`config.mk`:
```
export PLATFORM = sky130hd
export DESIGN_NAME = display_scan_ctrl
export DESIGN_NICKNAME = d
export VERILOG_FILES = /design/src/rtl/display_scan_ctrl.sv
export SDC_FILE = /design/constraint.sdc
export NUM_CORES = 1
export LEC_CHECK = 0
export ABC_AREA = 0
export CAP_MARGIN = 20
export CORE_MARGIN = 3
export CORE_UTILIZATION = 40
export DETAILED_ROUTE_END_ITERATION = 10
export GPL_TIMING_DRIVEN = 0
export PLACE_DENSITY = 0.66
export SLEW_MARGIN = 20
export SYNTH_ARGS = -nofsm -noshare
export SYNTH_HDL_FRONTEND = slang
export SYNTH_SLANG_ARGS = --single-unit
```
`constraint.sdc`:
```
create_clock -name clk -period 2.5 [get_ports clk]
set_clock_uncertainty 0.05 [all_clocks]
set_input_delay 0.5 -clock clk [delete_from_list [all_inputs] [get_ports clk]]
set_output_delay 0.5 -clock clk [all_outputs]
set_load 0.01 [all_outputs]
```
`src/rtl/display_scan_ctrl.sv`:
```
// Time-multiplexed 4-digit display scanner with a frame-aligned message override.
// A primary value is shown by default; an alternate requester can borrow the display for HOLD_FRAMES frames.
module display_scan_ctrl #(
  parameter int CLK_DIV     = 50000,
  parameter int BLANK_CYC   = 500,
  parameter int HOLD_FRAMES = 100
) (
  input  logic        clk,
  input  logic        rst,
  input  logic [15:0] base_val,
  input  logic [15:0] msg_val,
  input  logic        msg_req,
  input  logic [3:0]  digit_en,
  output logic        msg_ack,
  output logic        msg_busy,
  output logic [3:0]  digit,
  output logic [3:0]  an,
  output logic        frame_tick,
  output logic        o_dbg_state
);

  localparam int PW = (CLK_DIV > 1) ? $clog2(CLK_DIV) : 1;
  localparam int HW = $clog2(HOLD_FRAMES + 1);

  typedef enum logic {ST_BASE = 1'b0, ST_MSG = 1'b1} state_t;

  state_t          r_state;
  logic [PW-1:0]   r_pcnt;
  logic [1:0]      r_idx;
  logic [HW-1:0]   r_hold;
  logic [15:0]     r_base_snap;
  logic [15:0]     r_msg_snap;

  logic            w_slot_end;
  logic            w_frame_end;
  logic            w_active;
  logic [15:0]     w_snap;

  assign w_slot_end  = (r_pcnt == PW'(CLK_DIV - 1));
  assign w_frame_end = w_slot_end && (r_idx == 2'd3);

  always_ff @(posedge clk) begin
    if (!rst) begin
      r_state     <= ST_BASE;
      r_pcnt      <= '0;
      r_idx       <= 2'd0;
      r_hold      <= '0;
      r_base_snap <= 16'h0000;
      r_msg_snap  <= 16'h0000;
    end else begin
      r_pcnt <= w_slot_end ? '0 : r_pcnt + 1'b1;
      if (w_slot_end) begin
        r_idx <= r_idx + 2'd1;
      end
      // All content and ownership changes happen only on frame boundaries.
      if (w_frame_end) begin
        r_base_snap <= base_val;
        case (r_state)
          ST_BASE: begin
            if (msg_req) begin
              r_msg_snap <= msg_val;
              r_hold     <= HW'(HOLD_FRAMES);
              r_state    <= ST_MSG;
            end
          end
          ST_MSG: begin
            if (r_hold == HW'(1)) begin
              r_hold  <= '0;
              r_state <= ST_BASE;
            end else begin
              r_hold <= r_hold - 1'b1;
            end
          end
          default: r_state <= ST_BASE;
        endcase
      end
    end
  end

  // Outputs are gated by rst so they are idle from the first reset cycle.
  assign w_active    = rst && (r_pcnt >= PW'(BLANK_CYC)) && digit_en[r_idx];
  assign w_snap      = (r_state == ST_MSG) ? r_msg_snap : r_base_snap;
  assign an          = w_active ? ~(4'b0001 << r_idx) : 4'b1111;
  assign digit       = w_active ? w_snap[r_idx*4 +: 4] : 4'h0;
  assign msg_ack     = rst && (r_state == ST_BASE) && msg_req && w_frame_end;
  assign msg_busy    = rst && (r_state == ST_MSG);
  assign frame_tick  = rst && w_frame_end;
  assign o_dbg_state = r_state;

endmodule
```
==> results of run 1 <==
==> through the flow <==
step                      setup slack (ns)  std cells  TNS [ns]
after floorplan                    0.07141        339         0
after global placement             -0.6130        484    -4.581
after detailed placement           -0.6131        484    -4.795
after CTS                          -0.2519        503    -1.659
after global routing               -0.1118        504   -0.9007
final                             -0.05557        504   -0.2535
==> worst min-delay path, cell delays in order (launching register included) <==
cell	delay (ns)
sky130_fd_sc_hd__dfxtp_1	0.31
sky130_fd_sc_hd__nand2_1	0.05
sky130_fd_sc_hd__a21oi_1	0.05
==> layout by cell type (no fill, tap or decap), drive strengths merged, types with 3 or more instances in the layout <==
cell           netlist  final
o211ai               4      4
inv                 11     12
nand2               53     53
nand4                6      6
and4                 3      3
nand3               25     25
a21oi               43     43
nor4                 5      5
and3                 3      3
nor3                 3      3
ha                   8      8
clkdlybuf4s50        0     39
mux4                 8      8
or3                  4      4
xor2                 7      7
buf                 10     21
dfxtp               58     58
o21ai               21     21
clkbuf              12     27
xnor2                7      7
nor2                24     24
==> per-layer routing <==
metal | vias to the layer above | GRT usage [%] | wire [um]
met2 | 67 | 28.41 | 3447
met4 | 0 | 5.025 | 53
met3 | 5 | 4.667 | 395
li1 | 1327 | - | -
met1 | 1243 | 25.54 | 3667
met5 | - | 0 | 0
==> cells in the mapped netlist, drive strengths merged, types with 4 or more instances <==
library cell,n,area (um2)
xnor2,7,61.31
nor4,5,52.55
mux4,8,180.2
inv,11,41.29
clkbuf,12,46.29
nor2,24,90.09
nand3,25,125.1
a21oi,43,215.2
xor2,7,61.31
dfxtp,58,1161
or3,4,25.02
o21ai,21,105.1
buf,10,66.30
nand2,53,201.5
ha,8,100.1
nand4,6,37.54
o211ai,4,35.03
==> power by group through the flow <==
stage | Clock, mW | Combinational (mW) | Sequential, mW
finish | 0.995 | 0.108 | 0.934
global route | 1.05 | 0.117 | 0.934
CTS | 1.01 | 0.107 | 0.933
detailed placement | 0 | 0.106 | 0.954
global placement | 0 | 0.106 | 0.954
floorplan | 0 | 0.0329 | 0.953
==> sequential cells by signal (all words and copies together) (netlist names) <==
signal and cells:
r_base_snap 16, r_msg_snap 16, r_pcnt 16, r_hold 7
r_idx 2, o_dbg_state 1
==> worst max-delay path by stage <==
| stage | slack [ns] | startpoint | endpoint | cells past startpoint |
|---|---|---|---|---|
| 5_1_grt | -0.11 | r_pcnt[12]$_SDFF_PP0_ | an[3] | 6 |
| 3_3_place_gp | -0.61 | r_pcnt[0]$_SDFF_PP0_ | msg_ack | 7 |
| 3_5_place_dp | -0.61 | r_idx[0]$_SDFFE_PN0P_ | msg_ack | 7 |
| 4_1_cts | -0.25 | r_pcnt[10]$_SDFF_PP0_ | msg_ack | 5 |
| 2_1_floorplan | 0.07 | r_pcnt[10]$_SDFF_PP0_ | msg_ack | 6 |
| 6_report | -0.06 | r_pcnt[12]$_SDFF_PP0_ | msg_ack | 4 |
==> cell families after synthesis <==
logic type	Yosys count
AO/OA/AOI/OAI	78
XOR/XNOR	14
adder cells (fa/ha/maj)	8
buffers and inverters	34
flip-flops	58
multiplexers	11
AND/OR/NAND/NOR	136
==> layout make-up <==
cell class / count / area share [%]
buffer: 18 / 2.433
clock buffer: 12 / 4.076
clock inverter: 4 / 1.940
inverter: 12 / 1.183
multi-input combinational: 247 / 43.03
sequential: 58 / 30.77
tap: 96 / 3.156
timing repair buffer: 57 / 13.41
==> timing repair <==
item	4_1_cts	5_1_grt
endpoints found under the setup margin	11	14
pin swaps	5	8
setup buffers	6	2
gates resized for setup	38	28
==> insert_results.sql, run 1 <==
INSERT INTO impl_metrics (metric_group, metric, value, unit) VALUES
('run_status', 'run_status', 'finished, violations left', ''),
('run_status', 'violated_checks', 'setup timing', ''),
('drt', 'routed_via_density', '5.242', ''),
('final_layout', 'drive_gt1_share', '17.89', '%'),
('timing', 'finalSetupViolCount', '9', ''),
('die', 'die_w', '90.80', 'um'),
('clock_network', 'insertion_delay', '0.33', 'ns'),
('flow_run', 'timing.max_cap.violations', '0', ''),
('timing', 'setup_ws', '-0.05557', 'ns'),
('hold_path', 'hold-path-cell-count', '2', ''),
('drt', 'first_iter_violations', '227', ''),
('global_route', 'globalRouteOverflowTotal', '0', ''),
('setup_path', 'worst_setup_path_end_kind', 'output pin', ''),
('drt', 'avgRoutedWirePerCell', '15.01', 'um'),
('setup_path', 'cell_family_with_the_largest_share_of_critical_path_delay', 'simple AND/OR/NAND/NOR gates', ''),
('synth', 'mapped_cells', '339', ''),
('drt', 'vias', '2642', ''),
('place', 'place.port_buffers', '49', ''),
('clock_network', 'longest_clk_path_bufs', '2', ''),
('power', 'finalPower', '2.037', 'mW'),
('final_layout', 'final_util', '55.41', '%'),
('global_route', 'antenna_violations_before_repair', '0', ''),
('place', 'placer_s_final_routability_congestion_estimate', '0.8893', ''),
('timing', 'hold_ws', '0.4031', 'ns'),
('power', 'internal_power_consumption', '1.606', 'mW'),
('timing', 'final.period_utilization', '102.2', '%'),
('timing', 'worst_slew_pin_slew', '0.6391', 'ns'),
('synth', 'multiplexer_fraction_of_the_synthesized_cell_area', '7.351', '%'),
('clock_network', 'worst_setup_hold_path_clk_slew', '0.07', 'ns'),
('global_route', 'first_pass_grt_wire_length', '12280', 'um'),
('setup_path', 'critPathMostFrequentCell', 'sky130_fd_sc_hd__or4_4', ''),
('power', 'part_of_the_power_in_combinational_logic', '5.3', '%'),
('setup_path', 'path_cells', 'or4_4 > or4_4 > nor3_4 > buf_2', ''),
('power', 'p_switching', '0.4313', 'mW'),
('die', 'floorplan.core_area', '6869', 'um2'),
('setup_path', 'worst-r2r-setup-slack', '0.12', 'ns'),
('setup_path', 'worst_path_largest_cell_delay', '0.55', 'ns'),
('drt', 'detail_route.drc_violations', '0', ''),
('timing', 'rsz_0062_raised_after_global_routing', 'yes', ''),
('setup_path', 'timing_worst_setup_path_type', 'flop to output pin', ''),
('synth', 'synthesis.area_per_instance', '8.485', 'um2'),
('synth', 'ys_async_sr_fraction', '0', '%'),
('synth', 'synth-simple-area-share', '23.79', '%'),
('timing', 'max_freq', '391.3', 'MHz'),
('setup_path', 'worst-path-max-fanout', '4', ''),
('place', 'placed_area', '3500', 'um2'),
('die', 'dieHeight', '90.80', 'um'),
('power', 'vdd.ir_drop.worst', '273.9', 'uV'),
('timing', 'timing.slew.headroom', '57.07', '%'),
('timing', 'final.min_clock_period', '2.556', 'ns'),
('hold_path', 'hold_end', 'r_base_snap[8]$_SDFFE_PN0P_', ''),
('power', 'power.switching_fraction', '21.17', '%'),
('global_route', 'maximum_number_of_pins_on_one_net_before_global_route_repair', '12', ''),
('power', 'power.sequential.fraction', '45.8', '%'),
('setup_path', 'crit-reg2reg-launch', 'r_pcnt[12]$_SDFF_PP0_', ''),
('synth', 'post_synthesis_compound_gate_area_fraction', '15.27', '%'),
('setup_path', 'crit_path_start_kind', 'flop', ''),
('power', 'proportion_of_power_drawn_by_the_clock_network', '48.8', '%'),
('hold_path', 'worstHoldPathType', 'flop to flop', ''),
('synth', 'synth_fp_nets', '386', ''),
('clock_network', 'cts_buffers', '9', ''),
('setup_path', 'data_arrival_time_of_the_critical_path', '2.01', 'ns'),
('setup_path', 'required', '1.95', 'ns'),
('setup_path', 'r2r_end', 'r_pcnt[8]$_SDFF_PP0_', ''),
('clock_network', 'clkSinkCount', '58', ''),
('final_layout', 'antennaDiodeCount', '0', ''),
('synth', 'synth_xor_xnor_area_share', '4.263', '%'),
('final_layout', 'filler_cell_count', '658', ''),
('place', 'dp.final_hpwl', '5354', 'um'),
('final_layout', 'finish.instance_area', '3806', 'um2'),
('final_layout', 'multi_input_area', '1638', 'um2');
Power figures use the tool's default switching activity.
==> run 2: changes to the inputs <==
- PLACE_DENSITY: 0.66 -> not set
- PLACE_DENSITY_LB_ADDON: not set -> 0.08
==> insert_results.sql, run 2 (synthesis gave the netlist of run 1 again) <==
INSERT INTO impl_metrics (metric_group, metric, value, unit) VALUES
('timing', 'hold_ws', '0.4045', 'ns'),
('setup_path', 'worst-path-max-fanout', '4', ''),
('hold_path', 'hold-path-cell-count', '2', ''),
('timing', 'final-max-slew-violation-count', '0', ''),
('drt', 'dr_wl_met3', '382', 'um'),
('hold_path', 'hold_end', 'r_base_snap[11]$_SDFFE_PN0P_', ''),
('drt', 'detail_route.drc_violations', '0', ''),
('drt', 'avgRoutedWirePerCell', '15.13', 'um'),
('setup_path', 'data_arrival_time_of_the_critical_path', '2.02', 'ns'),
('setup_path', 'crit-reg2reg-launch', 'r_pcnt[12]$_SDFF_PP0_', ''),
('timing', 'final.min_clock_period', '2.571', 'ns'),
('global_route', 'maximum_number_of_pins_on_one_net_before_global_route_repair', '12', ''),
('clock_network', 'cts_buffers', '9', ''),
('setup_path', 'worst_path_largest_cell_delay', '0.55', 'ns'),
('power', 'part_of_the_power_in_combinational_logic', '5.2', '%'),
('power', 'power.switching_fraction', '20.34', '%'),
('timing', 'timing.slew.headroom', '62.96', '%'),
('die', 'dieHeight', '90.80', 'um'),
('global_route', 'globalRouteOverflowTotal', '0', ''),
('clock_network', 'longest_clk_path_bufs', '2', ''),
('die', 'die_w', '90.80', 'um'),
('final_layout', 'fin_nets', '452', ''),
('drt', 'first_iter_violations', '151', ''),
('timing', 'final.period_utilization', '102.8', '%'),
('setup_path', 'worst-r2r-setup-slack', '0.18', 'ns'),
('setup_path', 'worst_setup_path_end_kind', 'output pin', ''),
('final_layout', 'layout-area-overhead-vs-synth', '33.58', '%'),
('setup_path', 'critPathMostFrequentCell', 'sky130_fd_sc_hd__buf_6', ''),
('place', 'dp.final_hpwl', '5432', 'um'),
('final_layout', 'antennaDiodeCount', '0', ''),
('power', 'power.sequential.fraction', '44.2', '%'),
('run_status', 'violated_checks', 'setup timing', ''),
('timing', 'max_freq', '388.9', 'MHz'),
('drt', 'firstDrtPassIters', '4', ''),
('die', 'floorplan.rows', '30', ''),
('final_layout', 'commonest_non_fill_non_tap_cell_in_the_layout', 'sky130_fd_sc_hd__nand2_1', ''),
('flow_run', 'timing.max_cap.violations', '0', ''),
('clock_network', 'cts-root-buf', 'sky130_fd_sc_hd__clkbuf_8', ''),
('die', 'floorplan.core_area', '6869', 'um2'),
('drt', 'route.antenna.remaining_nets', '0', ''),
('global_route', 'first_pass_grt_wire_length', '12410', 'um'),
('run_status', 'run_status', 'finished, violations left', ''),
('power', 'power_density', '549.4', 'nW/um2'),
('power', 'total_leakage_power', '1.315', 'nW'),
('final_layout', 'final_util', '55.94', '%'),
('die', 'floorplan.initialDensity', '41.88', '%'),
('clock_network', 'worst_setup_hold_path_clk_slew', '0.07', 'ns'),
('drt', 'routed_via_density', '5.249', ''),
('final_layout', 'commonest_cells_after_routing_fill_and_taps_aside', '51 x sky130_fd_sc_hd__nand2_1, 50 x sky130_fd_sc_hd__dfxtp_1, 40 x sky130_fd_sc_hd__a21oi_1, 39 x sky130_fd_sc_hd__clkdlybuf4s50_1, 25 x sky130_fd_sc_hd__nand3_1', ''),
('clock_network', 'insertion_delay', '0.34', 'ns'),
('die', 'design.portCount', '51', ''),
('setup_path', 'cp_slowest_cell', 'sky130_fd_sc_hd__or4_4', ''),
('power', 'p_switching', '0.4294', 'mW'),
('place', 'place_ws', '-0.5834', 'ns'),
('drt', 'length_of_routed_met2_wiring', '3647', 'um'),
('power', 'internal_power_consumption', '1.682', 'mW'),
('clock_network', 'cts_hold_buffers', '0', ''),
('setup_path', 'path_cells', 'or4_4 > a211o_1 > o2111a_2 > buf_6 > nand2_4 > buf_6', ''),
('clock_network', 'tritoncts', 'done', ''),
('timing', 'worst_slew_pin_slew', '0.5556', 'ns'),
('clock_network', 'clkSinkCount', '58', ''),
('setup_path', 'timing_worst_setup_path_type', 'flop to output pin', ''),
('place', 'place.port_buffers', '49', ''),
('timing', 'report.final.hold_viol_count', '0', ''),
('global_route', 'global_route_usage_over_all_layers', '19.03', '%'),
('final_layout', 'drive_gt1_share', '19.27', '%'),
('final_layout', 'layout_top_registers', 'r_base_snap (16), r_msg_snap (16), r_pcnt (16)', ''),
('drt', 'drt-total-wl', '7657', 'um'),
('global_route', 'vias_in_the_first_global_route', '2571', ''),
('setup_path', 'r2r.worst_path.cells', '6', ''),
('power', 'vdd.ir_drop.worst', '341.8', 'uV'),
('drt', 'vias', '2656', ''),
('setup_path', 'crit_path_start_kind', 'flop', ''),
('drt', 'highest-signal-layer', 'met4', ''),
('timing', 'rsz_0062_raised_after_global_routing', 'yes', ''),
('power', 'proportion_of_power_drawn_by_the_clock_network', '50.6', '%'),
('hold_path', 'worstHoldPathType', 'flop to flop', ''),
('timing', 'setup_ws', '-0.07115', 'ns'),
('hold_path', 'worst_hold_startpoint', 'r_base_snap[11]$_SDFFE_PN0P_', ''),
('die', 'dieArea', '8245', 'um2'),
('clock_network', 'htree_num_levels', '3', ''),
('setup_path', 'r2r_end', 'r_base_snap[14]$_SDFFE_PN0P_', ''),
('place', 'placer_s_final_routability_congestion_estimate', '0.8595', ''),
('timing', 'finalSetupViolCount', '3', ''),
('setup_path', 'required', '1.95', 'ns'),
('drt', 'metal1_wirelength', '3509', 'um'),
('global_route', 'antenna_violations_before_repair', '0', '');
run 2: cell types whose count changed in the layout (fill, tap and decap cells not counted), sizes merged:
| cell | delta |
|---|---|
| clkinvlp | +1 |
| bufinv | +1 |
| clkbuf | -3 |
| inv | -1 |
| buf | +5 |
| clkinv | -1 |
run 2: critical path, delay by kind of cell (launching register included):
| kind | cells | cell delay [ns] |
|---|---|---|
| flops | 1 | 0.32 |
| buf+inv | 2 | 0.21 |
| simple gates | 2 | 0.59 |
| compound gates | 2 | 0.55 |
run 2: per-layer routing:
layer / vias to the layer above / GRT usage, %
met3: 10 / 5.083
met5: - / 0
met4: 0 / 8.166
met1: 1252 / 24.20
li1: 1331 / -
met2: 63 / 30.39
run 2: how the worst max path moves through the flow:
stage                          startpoint      end  slack, ns  cells past startpoint
global placement     r_pcnt[0]$_SDFF_PP0_  msg_ack      -0.59                      7
floorplan           r_pcnt[10]$_SDFF_PP0_  msg_ack       0.07                      6
detailed placement  r_idx[0]$_SDFFE_PN0P_  msg_ack      -0.58                      7
finish              r_pcnt[12]$_SDFF_PP0_    an[1]      -0.07                      6
global route        r_pcnt[12]$_SDFF_PP0_    an[1]      -0.13                      6
CTS                 r_pcnt[10]$_SDFF_PP0_  msg_ack      -0.28                      5
run 2: repair_timing:
| item | in CTS | in global routing |
|---|---|---|
| pin swaps | 6 | 7 |
| setup endpoints to repair | 11 | 12 |
| buffers inserted | 7 | 3 |
| gates resized for setup | 38 | 35 |
| endpoints found under the hold margin | 0 | 0 |
run 2: power by group through the flow:
stage	clock, mW	sequential, mW	combinational (mW)
detailed placement	0	0.954	0.105
CTS	1.09	0.933	0.106
global route	1.13	0.934	0.117
global placement	0	0.954	0.105
finish	1.07	0.934	0.109
floorplan	0	0.953	0.0329
run 2: stage by stage:
step                instance area (um2)  setup TNS, ns  instances  power, mW
floorplan                          2889              0        339     0.9857
global placement                   3500         -4.633        484      1.059
detailed placement                 3500         -4.705        484      1.059
CTS                                3761         -1.011        504      2.133
global route                       3842        -0.6239        506      2.185
finish                             3842        -0.1331        506      2.111
run 2: final cells by class:
class,instances,area (um2)
clock inverters,4,98.84
fillers,638,3027
repair buffers,59,525.5
plain buffers,18,91.34
flip-flops and latches,58,1174
well taps,96,120.1
multi-input cells,247,1639
clock buffers,12,145.1
inverters,12,48.80
==> variant: new RTL, settings of run 2 <==
Set the parameter `HOLD_FRAMES` to 200 (it was 100).
--- a/src/rtl/display_scan_ctrl.sv
+++ b/src/rtl/display_scan_ctrl.sv
@@ -5,3 +5,3 @@
   parameter int BLANK_CYC   = 500,
-  parameter int HOLD_FRAMES = 100
+  parameter int HOLD_FRAMES = 200
 ) (
Behaviour: same outputs for any inputs over 10 cycles, from zero or initial values and one cycle with rst low; that may be too few to reach the edited logic, so the function may still have changed.
==> variant against run 2 <==
The flow still finishes with violations (negative setup slack). Setup slack lost 0.066 ns. Clock power shrank 17%. Cell area shrank 0.46%. Total power shrank 7.5%. Synthesized area grew 1.6%. Hold slack lost 0.0036 ns. Via count shrank 1.1%. First-iteration DRC count shrank 23%. Routed wire length grew 3.1%. Count of clock-buffer cells in the layout is the same. Sequential cell count grew 1. Critical endpoint is now an[3]. Largest cell class unchanged. Largest power group is now sequential cells.
==> variant: results (changes against run 2) <==
Outcome
  – Outcome: complete, but fails checks
  – Violations in the final reports: negative setup slack

Routing
  – Iter 0 DRT Violations: 117 (-23%)
  – Via Count: 2627 (-1.1%)
  – Wire length reported by the detailed router: 7.896 mm (+3.1%)

Logic synthesis
  – Post-Synthesis Cells: 329 (-2.9%)
  – Register area share after synthesis: 40.41% (+0.046 points)
  – Net count of the mapped netlist: 376 (-2.6%)
  – Most used DFF post-synth: sky130_fd_sc_hd__dfxtp_1
  – Cell types occupying the most area after synthesis: sky130_fd_sc_hd__dfxtp_1, sky130_fd_sc_hd__mux2i_1, sky130_fd_sc_hd__mux4_2
  – Share of flip-flops with an asynchronous set or reset: 0% (unchanged)
  – Cell variety after synth: 48 (-7.7%)
  – Cell types with the highest counts after synthesis: sky130_fd_sc_hd__dfxtp_1, sky130_fd_sc_hd__nor2_1, sky130_fd_sc_hd__a21oi_1

Clocking
  – Clock slew seen by the registers of the worst setup and hold paths: 0.07 ns (about the same)
  – Htree depth: 3 (unchanged)
  – Inserted Clock Buffers: 9 (unchanged)

Cells and area
  – Post-layout instance count excluding filler cells: 496 (-2.0%)
  – Layout cell share with drive strength beyond 1: 18.75% (-0.52 points)
  – Final nets: 444 (-1.8%)
  – Layout filler cell count: 657 (+3.0%)

Place
  – Post-detailed-placement half-perimeter wirelength: 5.586 mm (+2.8%)
  – Cells after DPL: 474 (-2.1%)
  – Gp weighted congestion: 0.8469 (-1.5%)

Critical path
  – Arrival time of the worst setup path: 2.09 ns (+0.07 ns)
  – Largest driver fanout on the critical path: 3 (-1)
  – Cell class contributing the biggest share of worst-path delay: compound AO/OA/AOI/OAI gates
  – Path depth of the worst reg2reg path: 7 (+1)
  – Max incr delay on CP: 0.53 ns (-0.02 ns)

Global route
  – First-pass GRT wire length: 12.65 mm (+1.9%)
  – Largest net degree at the start of global routing: 11 (-1)
  – Number of antenna violations at the first check in global routing: 0 (unchanged)
  – GR Util All Layers: 19.27% (+0.24 points)

Power
  – LEAKAGE: 1.324 nW (+0.71%)
  – Switching power share of the total: 21.37% (+1.0 points)
  – VDD IR max: 0.0002225 V (-35%)

STA
  – Remaining max-slew budget at the tightest pin: 61.20% (-1.8 points)
  – Worst setup margin: -0.1371 ns (-0.06593 ns)
  – Final number of setup-violating endpoints: 9 (+6)
  – Post-route setup TNS: -0.6562 ns (-0.5231 ns)

Min path
  – Hold-critical path depth: 1 (-1)
  – Launch point of the worst hold path: r_pcnt[0]
-- variant: final timing paths --
kind	end	slack [ns]
setup / recovery	an[3]	-0.14
hold / removal	r_pcnt[0]	0.40
setup reg to reg	r_msg_snap[6]	0.10
hold reg to reg	r_pcnt[0]	0.40
-- variant: worst reg2reg max path: stages, from the launching register on --
cell and delay, ns:
sky130_fd_sc_hd__dfxtp_2 0.32, sky130_fd_sc_hd__or4_4 0.53, sky130_fd_sc_hd__buf_4 0.16, sky130_fd_sc_hd__buf_4 0.14, sky130_fd_sc_hd__or4_4 0.57, sky130_fd_sc_hd__clkbuf_2 0.22, sky130_fd_sc_hd__o21ai_0 0.19, sky130_fd_sc_hd__a21oi_1 0.09
-- variant: through the flow --
step / setup slack, ns / hold WS [ns] / cell area [µm²] / power (W)
5_1_grt: -0.1960 / 0.4361 / 3825 / 0.002026
3_3_place_gp: -0.5398 / 0.4056 / 3533 / 0.001081
4_1_cts: -0.1162 / 0.4021 / 3787 / 0.001966
6_report: -0.1371 / 0.4009 / 3825 / 0.001952
2_1_floorplan: 0.1754 / 0.3877 / 2923 / 0.001004
3_5_place_dp: -0.5207 / 0.4147 / 3533 / 0.001081
-- variant: kinds of logic (layout without fill, tap and decap cells) --
kind of cell / after synthesis / after routing / synth area share (%)
and+or+nand+nor: 125 / 125 / 22.09
AOI/OAI and AO/OA: 66 / 66 / 12.97
DFF: 59 / 59 / 40.41
buffers and inverters: 31 / 102 / 4.494
muxes: 27 / 27 / 12.71
xor gates and xnor gates: 13 / 13 / 3.896
adders and majority gates: 8 / 8 / 3.425
-- variant: final cells by class --
class	instances	share of cell area, %
Multi-Input combinational cell	239	43.25
Sequential cell	59	31.11
Timing Repair Buffer	58	13.71
Clock buffer	12	4.318
Tap cell	96	3.140
Buffer	20	2.584
Inverter	10	0.9814
Clock inverter	2	0.9159
-- variant: routing by layer --
| layer | track usage (%) | share of wire (%) | vias up |
|---|---|---|---|
| li1 | - | - | 1311 |
| met3 | 4.888 | 7.2 | 9 |
| met2 | 26.60 | 44 | 70 |
| met4 | 10.80 | 1.2 | 0 |
| met5 | 0 | 0 | - |
| met1 | 27.00 | 48 | 1237 |
-- variant: power by group through the flow --
stage                     clock (W)  sequential [W]  combinational, W
final                      0.000892        0.000949          0.000111
after floorplan                   0        0.000969         0.0000352
after detailed placement          0        0.000970          0.000111
after global routing       0.000958        0.000949          0.000120
after CTS                  0.000905        0.000949          0.000112
after global placement            0        0.000970          0.000112
-- variant: timing repair --
action | CTS | global route
setup endpoints to repair | 11 | 29
pin swaps | 6 | 4
buffers inserted | 8 | 1
resized for setup | 58 | 16
